$ cat src/rtl/note_pkg.sv
// Shared sizes and FSM encoding for the note step sequencer.
// Imported by the sequencer top and its note table.
package note_pkg;

    localparam int NUM_STEPS = 32;
    localparam int NOTE_W    = 10;
    localparam int STEP_W    = 5;
    localparam int TICK_W    = 16;

    localparam logic [1:0] ST_IDLE = 2'd0;
    localparam logic [1:0] ST_PLAY = 2'd1;
    localparam logic [1:0] ST_DONE = 2'd2;

endpackage

$ cat src/rtl/note_step_sequencer_table.sv
// Note slot register file: synchronous write, combinational read,
// asynchronous clear. A same-cycle read sees the pre-write value.
module note_table
    import note_pkg::*;
#(
    parameter int NUM_STEPS = note_pkg::NUM_STEPS,
    parameter int NOTE_W    = note_pkg::NOTE_W
) (
    input  logic              clk_i,
    input  logic              rst_n_i,
    input  logic              wr_en_i,
    input  logic [STEP_W-1:0] wr_addr_i,
    input  logic [NOTE_W-1:0] wr_data_i,
    input  logic [STEP_W-1:0] rd_addr_i,
    output logic [NOTE_W-1:0] rd_data_o
);

    logic [NOTE_W-1:0] mem_q [NUM_STEPS];

    always_ff @(posedge clk_i or negedge rst_n_i) begin
        if (!rst_n_i) begin
            for (int i = 0; i < NUM_STEPS; i++) begin
                mem_q[i] <= '0;
            end
        end else if (wr_en_i && (32'(wr_addr_i) < NUM_STEPS)) begin
            mem_q[wr_addr_i] <= wr_data_i;
        end
    end

    always_comb begin
        rd_data_o = '0;
        if (32'(rd_addr_i) < NUM_STEPS) begin
            rd_data_o = mem_q[rd_addr_i];
        end
    end

endmodule

$ cat src/rtl/note_step_sequencer.sv
// Step sequencer: plays table slots 0..len, each held tick_div+1 clocks,
// optionally looping, with a one-cycle done pulse at the end of a pass.
module note_step_sequencer
    import note_pkg::*;
#(
    parameter int NUM_STEPS = note_pkg::NUM_STEPS,
    parameter int NOTE_W    = note_pkg::NOTE_W
) (
    input  logic              clk_in,
    input  logic              rst_n_in,
    input  logic              start_in,
    input  logic              stop_in,
    input  logic              loop_in,
    input  logic [STEP_W-1:0] len_in,
    input  logic [TICK_W-1:0] tick_div_in,
    input  logic              wr_en_in,
    input  logic [STEP_W-1:0] wr_addr_in,
    input  logic [NOTE_W-1:0] wr_data_in,
    output logic [NOTE_W-1:0] note_out,
    output logic              note_valid_out,
    output logic [STEP_W-1:0] step_out,
    output logic              busy_out,
    output logic              done_out
);

    logic [1:0]        state_q, state_d;
    logic [STEP_W-1:0] len_q, len_d;
    logic [TICK_W-1:0] div_q, div_d;
    logic [TICK_W-1:0] tick_q, tick_d;
    logic [STEP_W-1:0] step_q, step_d;
    logic [NOTE_W-1:0] note_q, note_d;
    logic              valid_q, valid_d;
    logic              busy_q, busy_d;
    logic              done_q, done_d;

    logic              last_step;
    logic [STEP_W-1:0] rd_addr;
    logic [NOTE_W-1:0] rd_data;

    assign last_step = (step_q == len_q);

    // Fetch address is the slot loaded on the next step boundary.
    assign rd_addr = (state_q == ST_PLAY && !last_step)
                   ? step_q + STEP_W'(1) : '0;

    note_table #(
        .NUM_STEPS (NUM_STEPS),
        .NOTE_W    (NOTE_W)
    ) u_table (
        .clk_i     (clk_in),
        .rst_n_i   (rst_n_in),
        .wr_en_i   (wr_en_in),
        .wr_addr_i (wr_addr_in),
        .wr_data_i (wr_data_in),
        .rd_addr_i (rd_addr),
        .rd_data_o (rd_data)
    );

    always_comb begin
        state_d = state_q;
        len_d   = len_q;
        div_d   = div_q;
        tick_d  = tick_q;
        step_d  = step_q;
        note_d  = note_q;
        valid_d = valid_q;
        busy_d  = busy_q;
        done_d  = 1'b0;
        unique case (state_q)
            ST_IDLE: begin
                if (start_in && !stop_in) begin
                    state_d = ST_PLAY;
                    len_d   = len_in;
                    div_d   = tick_div_in;
                    tick_d  = '0;
                    step_d  = '0;
                    note_d  = rd_data;
                    valid_d = 1'b1;
                    busy_d  = 1'b1;
                end
            end
            ST_PLAY: begin
                if (stop_in) begin
                    state_d = ST_IDLE;
                    tick_d  = '0;
                    step_d  = '0;
                    valid_d = 1'b0;
                    busy_d  = 1'b0;
                end else if (tick_q != div_q) begin
                    tick_d = tick_q + TICK_W'(1);
                end else begin
                    tick_d = '0;
                    if (!last_step || loop_in) begin
                        step_d = last_step ? '0 : step_q + STEP_W'(1);
                        note_d = rd_data;
                    end else begin
                        state_d = ST_DONE;
                        valid_d = 1'b0;
                        busy_d  = 1'b0;
                        done_d  = 1'b1;
                    end
                end
            end
            ST_DONE: begin
                state_d = ST_IDLE;
            end
            default: begin
                state_d = ST_IDLE;
                valid_d = 1'b0;
                busy_d  = 1'b0;
            end
        endcase
    end

    always_ff @(posedge clk_in or negedge rst_n_in) begin
        if (!rst_n_in) begin
            state_q <= ST_IDLE;
            len_q   <= '0;
            div_q   <= '0;
            tick_q  <= '0;
            step_q  <= '0;
            note_q  <= '0;
            valid_q <= 1'b0;
            busy_q  <= 1'b0;
            done_q  <= 1'b0;
        end else begin
            state_q <= state_d;
            len_q   <= len_d;
            div_q   <= div_d;
            tick_q  <= tick_d;
            step_q  <= step_d;
            note_q  <= note_d;
            valid_q <= valid_d;
            busy_q  <= busy_d;
            done_q  <= done_d;
        end
    end

    assign note_out       = note_q;
    assign note_valid_out = valid_q;
    assign step_out       = step_q;
    assign busy_out       = busy_q;
    assign done_out       = done_q;

endmodule

$ cat config.mk
export PLATFORM = sky130hd
export DESIGN_NAME = note_step_sequencer
export DESIGN_NICKNAME = d
export VERILOG_FILES = /design/src/rtl/note_pkg.sv /design/src/rtl/note_step_sequencer_table.sv /design/src/rtl/note_step_sequencer.sv
export SDC_FILE = /design/constraint.sdc
export NUM_CORES = 1
export LEC_CHECK = 0
export BUFFER_PORTS_ARGS = -buffer_cell sky130_fd_sc_hd__buf_2
export CAP_MARGIN = 20
export CORE_ASPECT_RATIO = 0.6
export CORE_MARGIN = 2
export CORE_UTILIZATION = 24
export DETAILED_ROUTE_END_ITERATION = 8
export HOLD_SLACK_MARGIN = 0.12
export SLEW_MARGIN = 10
export SYNTH_ARGS = -nofsm -noshare
export SYNTH_HDL_FRONTEND = slang
export SYNTH_SLANG_ARGS = --single-unit
$ cat constraint.sdc
create_clock -name clk_in -period 3.1 [get_ports clk_in]
set_clock_uncertainty 0.15 [all_clocks]
set_input_delay 0.93 -clock clk_in [delete_from_list [all_inputs] [get_ports clk_in]]
set_output_delay 0.93 -clock clk_in [all_outputs]
set_load 0.005 [all_outputs]
==> out/qor.yml <==
status: "completed"
slew_viol_final: 0
n_antenna_cell: 0
dieHeight_um: 214.4
synth_seq_cells: 376
cts-root-buf: "clkbuf_16"
hold_path_class: "register to register"
synth-edff-count: 0
synth_largest_area_cell: "dfrtp_1"
slowest_stage: "nor4_1"
rr_endpoint: "note_out[0]"
numCtsBuffers: 38
min_from: "u_table.mem_q[310]"
use_met2_pct: 19.69
setup_viol: 0
area_growth_pct: 19.87
hold_ws_ps: 350.6
track_usage_pct: 14.65
clk_latency_ps: 550
fp.dieArea_um2: 76010
cts_num_sinks: 376
rrSetupSlack_ps: 90
switching_share_pct: 30.64
grtUsageMet1_pct: 21.94
place_ws_ps: -581.9
hpwl_um: 38010
tightest_slew_ps: 932.5
drc_errors: 0
place_congestion: 0.8671
r2r_start: "tick_q[0]"
netlist_area_um2: 17700
power_switching_w: 0.004465
finalNetCount: 1600
grt_pass1_vias: 13199
cellInternalPower_w: 0.01010
drv_cap: 0
endpoint_kind: "register"
synth_cells: 1451
n_fill_cell: 7418
core_um2: 73320
synthDistinctLibCells: 63
top_usage_layer: "met1"
synth_ff_type: "dfrtp_1"
grt_start_max_net_pins: 110
start_util_pct: 24.14
clockBufferDepth: 3
cp.buffers_inverters: 2
placed_area_um2: 19760
path_cells: "xnor2_1 > nand4_1 > nor4_1 > buf_4 > o311ai_2 > nand2b_1 > buf_4 > nor4_1 > a22oi_1"
pwr-share-clk_pct: 32.4
crit_start: "tick_q[0]"
critPathKind: "register to register"
yosysSeqAreaShare_pct: 53.16
rr_worst_depth: 9
gr-total-overflow: 0
crit_required_ps: 3360
wirelength_um: 56690
cp.arrival_ps: 3270
syn_nets: 1495
cp-start-kind: "register"
slew_headroom_pct: 37.84
dr.first_iter.drc_count: 1264
ant_nets: 0
final_common_cell: "dfrtp_1"
clock.fmax_ghz: 0.3322
vias: 13053
critPathMaxFanout: 9
core.rowCount: 77
synth_top_cell_area_share_pct: 53.16
grt_use_met3_pct: 5.472
avgRoutedWirePerCell_um: 22.07
peakVddDrop_v: 0.0003711
drive_gt1_share_pct: 38.24
vias_per_cell: 5.081
synth.avg_cell_area_um2: 12.20
finalWorstSetupSlack_ps: 89.98
hold_viol: 0
dr.pass1.iters: 7
io_buffers: 59
grt_pass1_wl_um: 85370
cts_tree: "done"
cts.clk_slew.worst_paths_ps: 70
finalCritPeriodShare_pct: 97.10
slowest_delay_ps: 580
synth-async-reset-ratio_pct: 100.0
cp_num_cells: 9
power_leakage_nw: 9.100
final_cell_mix: "dfrtp_1 (376), mux2_2 (342), buf_4 (98)"
p_seq_share_pct: 44.4
cts_max_level: 2
fp.dieW_um: 354.6
path_delay_family: "simple AND/OR/NAND/NOR gates"
ys_top_cells_by_area: "dfrtp_1 (53%), mux2_2 (22%), a211oi_1 (2.5%), nand2_1 (1.7%), a21oi_1 (1.7%)"
period_minus_slack_ps: 3010
yosysWarnings: 0
endpoint: "note_out[0]"
antenna_found_initial: 6
combPwrFrac_pct: 23.1
fin_area_um2: 21220
power_density_nw_per_um2: 686.6
top_level_ports: 60
-- flip-flops by register name, indices dropped and copies added, names as in the netlist --
signal / cells
u_table.mem_q: 320
div_q: 16
tick_q: 16
note_out: 10
len_q: 5
step_out: 5
state_q: 2
busy_out: 1
done_out: 1
-- repair_timing --
| action | in CTS | in global routing |
|---|---|---|
| setup endpoints to repair | 9 | 10 |
| pin swaps | 1 | 2 |
| hold endpoints to repair | 15 | 0 |
| gates cloned | 1 | 0 |
| buffers inserted | 3 | 6 |
| hold buffers | 1 | 0 |
| resized for setup | 8 | 16 |
-- stage by stage --
| step | setup TNS [ps] | utilization, % | power (W) | instances |
|---|---|---|---|---|
| after floorplan | 0 | - | 0.008360 | 1451 |
| after global placement | -1771 | 26.95 | 0.009620 | 2492 |
| after detailed placement | -1910 | 26.95 | 0.009746 | 2492 |
| after CTS | 0 | 28.77 | 0.01456 | 2563 |
| after global routing | -13.53 | 28.94 | 0.01523 | 2569 |
| final | 0 | 28.94 | 0.01457 | 2569 |
-- layout make-up --
type,count,area [um^2],share of cell area (%)
Timing Repair Buffer,173,1343,6.327
Clock buffer,53,1079,5.083
Tap cell,987,1235,5.820
Sequential cell,376,9409,44.34
Multi-Input combinational cell,959,7956,37.50
Inverter,8,30.03,0.1415
Clock inverter,13,166.4,0.7843
-- worst min path at each step --
stage / endpoint / slack (ps) / depth (start not counted)
floorplan: u_table.mem_q[235] / 320 / 1
global placement: u_table.mem_q[273] / 330 / 1
detailed placement: u_table.mem_q[311] / 340 / 1
CTS: u_table.mem_q[311] / 350 / 1
global route: u_table.mem_q[309] / 370 / 1
finish: u_table.mem_q[310] / 350 / 1
-- cells in the mapped netlist (5+ instances only) --
cell type	n
a211oi_1	59
dfrtp_1	376
nand2_1	80
a21oi_1	59
nand3_1	15
o211ai_1	20
nor2_1	64
buf_2	28
mux2i_1	19
o21ai_0	24
nand2b_1	6
o32ai_1	18
nor4_1	10
o22ai_1	38
and3_1	27
xnor2_1	27
a22oi_1	18
buf_1	8
nor3_1	5
o311ai_0	6
or3_1	20
mux2_2	342
xor2_1	7
clkbuf_1	71
nand4_1	7
inv_1	7
o221ai_1	31
-- worst register-to-register path: cells and delay by family, from the launching register on --
kind | cells | cell delay, ps
AND/OR/NAND/NOR | 4 | 1270
flip-flops | 1 | 440
buffers and inverters | 2 | 420
XOR/XNOR | 1 | 350
AO/OA/AOI/OAI | 2 | 240
-- cells by family (layout without fill, tap and decap cells) --
family                   after synthesis  in the layout  synth area share, %
buffers and inverters                117            247                2.743
AO/OA/AOI/OAI                        301            301                12.10
flip-flops                           376            376                53.16
multiplexers                         361            361                22.83
adder cells (fa/ha/maj)                2              2               0.1414
XOR/XNOR                              36             36                1.866
AND/OR/NAND/NOR                      258            259                7.161
-- power groups by stage --
stage	clock (W)	sequential (W)	combinational (W)
2_1_floorplan	0	0.00630	0.00206
3_5_place_dp	0	0.00652	0.00322
3_3_place_gp	0	0.00647	0.00315
5_1_grt	0.00502	0.00657	0.00363
6_report	0.00473	0.00647	0.00337
4_1_cts	0.00483	0.00644	0.00330
-- metal layers --
layer  wire length (um)  vias to the layer above
met3               6275                       72
li1                   -                     5615
met5                 14                        -
met2              22930                      522
met4               1097                        2
met1              26380                     6842
No activity file was read; power rests on OpenSTA's default activity.
